## config.mk

```make
export PLATFORM = sky130hd
export DESIGN_NAME = pwm_rgb_driver
export DESIGN_NICKNAME = d
export VERILOG_FILES = /design/src/rtl/pwm_pkg.sv /design/src/rtl/pwm_compare.sv /design/src/rtl/pwm_rgb_driver.sv
export SDC_FILE = /design/constraint.sdc
export NUM_CORES = 1
export LEC_CHECK = 0
export BUFFER_PORTS_ARGS = -buffer_cell sky130_fd_sc_hd__buf_2
export CELL_PAD_IN_SITES_DETAIL_PLACEMENT = 0
export CELL_PAD_IN_SITES_GLOBAL_PLACEMENT = 1
export CORE_MARGIN = 1.5
export CORE_UTILIZATION = 44
export DETAILED_ROUTE_END_ITERATION = 12
export PLACE_DENSITY_LB_ADDON = 0.1
export SLEW_MARGIN = 10
export SYNTH_ARGS = -nofsm -noshare
export SYNTH_HDL_FRONTEND = slang
export SYNTH_SLANG_ARGS = --single-unit
```

## constraint.sdc

```tcl
create_clock -name clk -period 2 [get_ports clk]
set_input_delay 0.4 -clock clk [delete_from_list [all_inputs] [get_ports clk]]
set_output_delay 0.4 -clock clk [all_outputs]
set_load 0.01 [all_outputs]
```

## src/rtl/pwm_pkg.sv

```systemverilog
// pwm_pkg: shared FSM state type, default sizing and phase helper for the RGB PWM driver.
package pwm_pkg;

    localparam int DEFAULT_PWM_INTERVAL = 1000;
    localparam int DEFAULT_NUM_CH       = 3;

    typedef enum logic [0:0] {
        EMPTY   = 1'b0,
        PENDING = 1'b1
    } pwm_state_e;

    // Start-of-period phase shift for channel ch when channels are staggered evenly.
    function automatic int phase_offset(input int ch, input int interval, input int num_ch);
        return ch * (interval / num_ch);
    endfunction

endpackage

```

## src/rtl/pwm_compare.sv

```systemverilog
// pwm_compare: one PWM channel, registered (phase count < duty) comparator.
module pwm_compare
    import pwm_pkg::*;
#(
    parameter int DW = $clog2(DEFAULT_PWM_INTERVAL)
)(
    input  logic          clk,
    input  logic          rst,
    input  logic [DW-1:0] phase_cnt,
    input  logic [DW-1:0] duty,
    output logic          pwm
);

    // Duty at or above the period length never loses the compare, so it saturates high.
    always_ff @(posedge clk) begin
        if (rst) begin
            pwm <= 1'b0;
        end else begin
            pwm <= (phase_cnt < duty);
        end
    end

endmodule

```

## src/rtl/pwm_rgb_driver.sv

```systemverilog
// pwm_rgb_driver: NUM_CH PWM outputs with shadow/active duty buffering, updated only at the period wrap.
// Build macro PWM_PHASE_OFFSET_EN staggers channel i by i*(PWM_INTERVAL/NUM_CH) counts.
//
// state   | meaning
// EMPTY   | shadow register free; duty_ready high, next valid duty set is captured
// PENDING | shadow holds a duty set waiting to be copied to active at cnt == PWM_INTERVAL-1
module pwm_rgb_driver
    import pwm_pkg::*;
#(
    parameter  int PWM_INTERVAL = DEFAULT_PWM_INTERVAL,
    parameter  int NUM_CH       = DEFAULT_NUM_CH,
    localparam int DW           = $clog2(PWM_INTERVAL)
)(
    input  logic               clk,
    input  logic               rst,
    input  logic [NUM_CH*DW-1:0] duty_in,
    input  logic               duty_valid,
    output logic               duty_ready,
    output logic [NUM_CH-1:0]  pwm_out,
    output logic               period_start
);

    localparam logic [DW-1:0] CNT_MAX = DW'(PWM_INTERVAL - 1);

    pwm_state_e            state;
    logic [DW-1:0]         cnt;
    logic                  wrap;
    logic [NUM_CH*DW-1:0]  shadow_duty;
    logic [NUM_CH*DW-1:0]  active_duty;

    assign wrap       = (cnt == CNT_MAX);
    assign duty_ready = (state == EMPTY);

    always_ff @(posedge clk) begin
        if (rst) begin
            cnt <= '0;
        end else if (wrap) begin
            cnt <= '0;
        end else begin
            cnt <= cnt + DW'(1);
        end
    end

    // A set accepted on the wrap cycle itself lands in PENDING and waits a full period.
    always_ff @(posedge clk) begin
        if (rst) begin
            state       <= EMPTY;
            shadow_duty <= '0;
            active_duty <= '0;
        end else begin
            case (state)
                EMPTY: begin
                    if (duty_valid) begin
                        shadow_duty <= duty_in;
                        state       <= PENDING;
                    end
                end
                PENDING: begin
                    if (wrap) begin
                        active_duty <= shadow_duty;
                        state       <= EMPTY;
                    end
                end
            endcase
        end
    end

    // Registered alongside the comparators so it lines up with pwm_out for cnt == 0.
    always_ff @(posedge clk) begin
        if (rst) begin
            period_start <= 1'b0;
        end else begin
            period_start <= (cnt == '0);
        end
    end

    for (genvar i = 0; i < NUM_CH; i++) begin : g_ch
        logic [DW-1:0] phase_cnt;

`ifdef PWM_PHASE_OFFSET_EN
        localparam int          DW1    = DW + 1;
        localparam logic [DW:0] OFFSET = DW1'(phase_offset(i, PWM_INTERVAL, NUM_CH));
        localparam logic [DW:0] LIMIT  = DW1'(PWM_INTERVAL);
        logic [DW:0] phase_sum;

        // One extra bit holds cnt + offset (< 2*PWM_INTERVAL); a single subtract wraps it.
        assign phase_sum = {1'b0, cnt} + OFFSET;
        assign phase_cnt = (phase_sum >= LIMIT) ? DW'(phase_sum - LIMIT) : DW'(phase_sum);
`else
        assign phase_cnt = cnt;
`endif

        pwm_compare #(
            .DW(DW)
        ) u_cmp (
            .clk       (clk),
            .rst       (rst),
            .phase_cnt (phase_cnt),
            .duty      (active_duty[i*DW +: DW]),
            .pwm       (pwm_out[i])
        );
    end

endmodule

```

==> run summary <==
The run finished with clean final reports. The count of final setup violators came out at 0. The total power per unit cell area is between 700 and 800 mW/mm^2. The final layout contains routed wiring with a total length of 6960 um.

Counting every net in the synthesized netlist gives between 400 and 500. The number of DRC markers after the initial detailed-route iteration came out at 90. From bottom edge to top edge, the die measures slightly above 90 um. In the global route stage, overall resource usage came out at 0.189. The cts-stage hold buffer count came out at 0. The element type at the critical path end is a flip-flop.

The width of the chip is about 90 um. The placeable core region came out at ~0.0073 sq mm. The net count of the finished layout is around 490.

In this run the worst path has a maximum fanout of 15. The normalized max-slew margin came out at 0.596. The worst-case vdd ir drop is 0.436 mV. The synthesized area per cell came out at a little under 9 sq um. At the pin with the least slew margin, the transition time is just over 0.6 ns. TritonCTS built the clock tree. The total negative slack is 0 ns. The final hold violation count was 0. The startpoint type of the worst setup path is a flip-flop.

The final clock period utilization by the worst path came out at 0.841. The starting density of the core is 0.460. Setup repair after global routing left no endpoint under its margin.

The routed via count is roughly 2.6k. For this design the static power due to leakage is between 0.0015 and 0.002 uW. Grouping stages by cell kind, the critical path spends the most delay in simple AND/OR/NAND/NOR gates.

Buffers placed on the I/O ports in this run total 37. The number of buffers and inverters on the critical path is 1. The final max-slew violation count was 0. The post-synthesis sequential area ratio is 0.445. The H-tree was split into 3 levels.

The routability congestion estimate from global placement came out at approximately 0.80. The number of ports placed on the die boundary came out at 38. The post-route total power came out at just under 3000 uW.

The setup path with the least slack is of type flip-flop to flip-flop. The root buffer cell chosen for the clock tree is clkbuf_8. The clock tree buffer depth came out at 2. The total number of yosys warnings is 0. The DRC violation count after routing is 0. The count of nets left with antenna violations once routing finished came out at 0. The final clock skew came out at around 0.006 ns.

The maximum operating frequency is 594 MHz. The post-CTS setup buffer count came out at 0. The later pin in the worst-skew pair is clocked with a latency of roughly 0.35 ns. The number of cells produced by synthesis is slightly below 400. The number of antenna diodes in the final layout is 0. The flip-flop and latch count after synthesis is between 70 and 80.

The number of fill cells is roughly 700. The delay of the slowest cell on the worst path came out at about 0.44 ns. The maximum number of pins on one net before global-route repair came out at 42. The first detailed-routing pass ran for 5 iterations. Using the TritonRoute via totals, the vias-per-cell ratio works out to 4.86.

The post-cts gate resize count is 0. The initial antenna violation count is 0. The floorplan row count came out at 31. The HPWL reported at the end of detailed placement is approximately 4800 um. For the worst setup path, the data required time is between 2 and 2.5 ns. The remaining global-route overflow is 0. Data arrives at the worst endpoint at 1.90 ns. The unique cell type count in the Yosys netlist came out at 29.

After layout, the minimum clock period comes to ~1.7 ns. The min-delay analysis places its worst path in the category primary input to flip-flop. Across the run, the number of max-cap violations was 0.

The summed instance area of the synthesized netlist is about 0.0034 sq mm. Traced cell by cell, the critical path runs through ha_1, and4bb_2, nand4_4, buf_12, mux2i_1, nor2_1. The first-pass GRT wire length came out at approximately 12000 um.

The total CTS buffers is 9. In the final layout, the share of cells above drive strength 1 is 0.148. Clock tree synthesis found a total of 75 sinks. The area of the die came out at 0.00820 sq mm. The CTS clock-pin slew for the worst setup and hold paths came out at ~0.07 ns. Among all stages on the critical path, the largest delay is contributed by dfxtp_1. The layout overhead on the synthesized area is 15.6%.

The via count of the first global-routing pass is roughly 2.6k. In the final routed layout, each cell accounts on average for about 13 um.
[metrics by stage]
stage | setup slack [ns] | hold slack [ns] | utilization | std cells | area [sq um]
2_1_floorplan | 0.488 | 0.436 | - | 390 | 3370
3_5_place_dp | 0.329 | 0.447 | 0.505 | 517 | 3700
4_1_cts | 0.317 | 0.267 | 0.532 | 532 | 3900
5_1_grt | 0.216 | 0.273 | 0.532 | 532 | 3900
6_report | 0.318 | 0.283 | 0.532 | 532 | 3900
3_3_place_gp | 0.402 | 0.446 | 0.505 | 517 | 3700
[synth_stat cells]
library cell	n	area (sq um)
dfxtp_1	75	1500
nand2_1	65	244
nor2_1	44	165
a21oi_1	40	200
inv_1	33	124
mux2i_1	30	300
ha_1	29	363
clkbuf_1	12	45.0
nor3_1	9	45.0
nand4_1	7	43.8
o21ai_0	7	35.0
nand3_1	6	30.0
xnor2_1	4	35.0
a211oi_1	3	22.5
a21o_1	3	22.5
buf_4	3	22.5
buf_6	3	33.8
nand2b_1	3	18.8
xor2_1	3	26.3
nor4_1	2	12.5
a31o_2	1	8.76
and2_1	1	6.26
and4_1	1	8.76
and4bb_2	1	12.5
buf_1	1	3.75
nand4_4	1	21.3
nor2b_1	1	6.26
or3_1	1	6.26
or4_1	1	7.51
[worst min-delay path, stage by stage]
cell and delay [ns]:
buf_2 0.09, nand2_1 0.04, a21oi_1 0.05
[layout by cell type, fill, tap and decap left out, drive strengths merged, types with 6 or more instances in the layout]
cell	netlist	routed
dfxtp	75	75
nand2	65	65
buf	7	47
nor2	44	44
a21oi	40	40
inv	33	33
mux2i	30	30
ha	29	29
clkbuf	12	13
nor3	9	9
nand4	8	8
o21ai	7	7
nand3	6	6
[layout make-up]
type,instances,area (sq um),area share
clock inverters,2,35.0,0.00899
inverters,33,124,0.0318
flip-flops and latches,75,1500,0.385
multi-input cells,263,1640,0.422
repair buffers,47,310,0.0796
well taps,99,124,0.0318
clock buffers,13,159,0.0408
[report_power, final]
group / leakage [uW] / internal, uW / total, uW / switching [uW]
Clock: 0.0000995 / 637 / 1160 / 524
Sequential: 0.000610 / 1540 / 1570 / 28.1
Combinational: 0.00111 / 97.9 / 218 / 120
Total: 0.00182 / 2280 / 2950 / 672
[registers in the layout, indices dropped and copies added (netlist names)]
name,flops
shadow_duty,30
cnt,10
active_duty,30
period_start,1
state,1
g_ch.u_cmp.pwm,3
[metal layers]
metal | global-route usage | part of all wire
met3 | 0.0606 | 0.039
met4 | 0.0899 | 0.029
met2 | 0.293 | 0.44
met1 | 0.235 | 0.49
met5 | 0 | 0
[kinds of logic after synthesis]
family / after synthesis / synth area share
mux: 30 / 0.0891
xor+xnor: 7 / 0.0182
fa+ha+maj: 29 / 0.108
simple gates: 143 / 0.186
compound gates: 54 / 0.0857
flops: 75 / 0.445
buf+inv: 52 / 0.0679
[worst paths after layout]
kind | startpoint | to | slack (ns) | cells after the start
hold / removal | duty_in[26] | shadow_duty[26]$_SDFFE_PP0P_ | 0.28 | 3
hold reg to reg | shadow_duty[28]$_SDFFE_PP0P_ | shadow_duty[28]$_SDFFE_PP0P_ | 0.46 | 2
setup reg to reg | cnt[0]$_SDFF_PP0_ | active_duty[6]$_SDFFE_PP0P_ | 0.32 | 6
setup / recovery | cnt[0]$_SDFF_PP0_ | active_duty[6]$_SDFFE_PP0P_ | 0.32 | 6
Note: power is estimated with default switching activity, not from simulation.
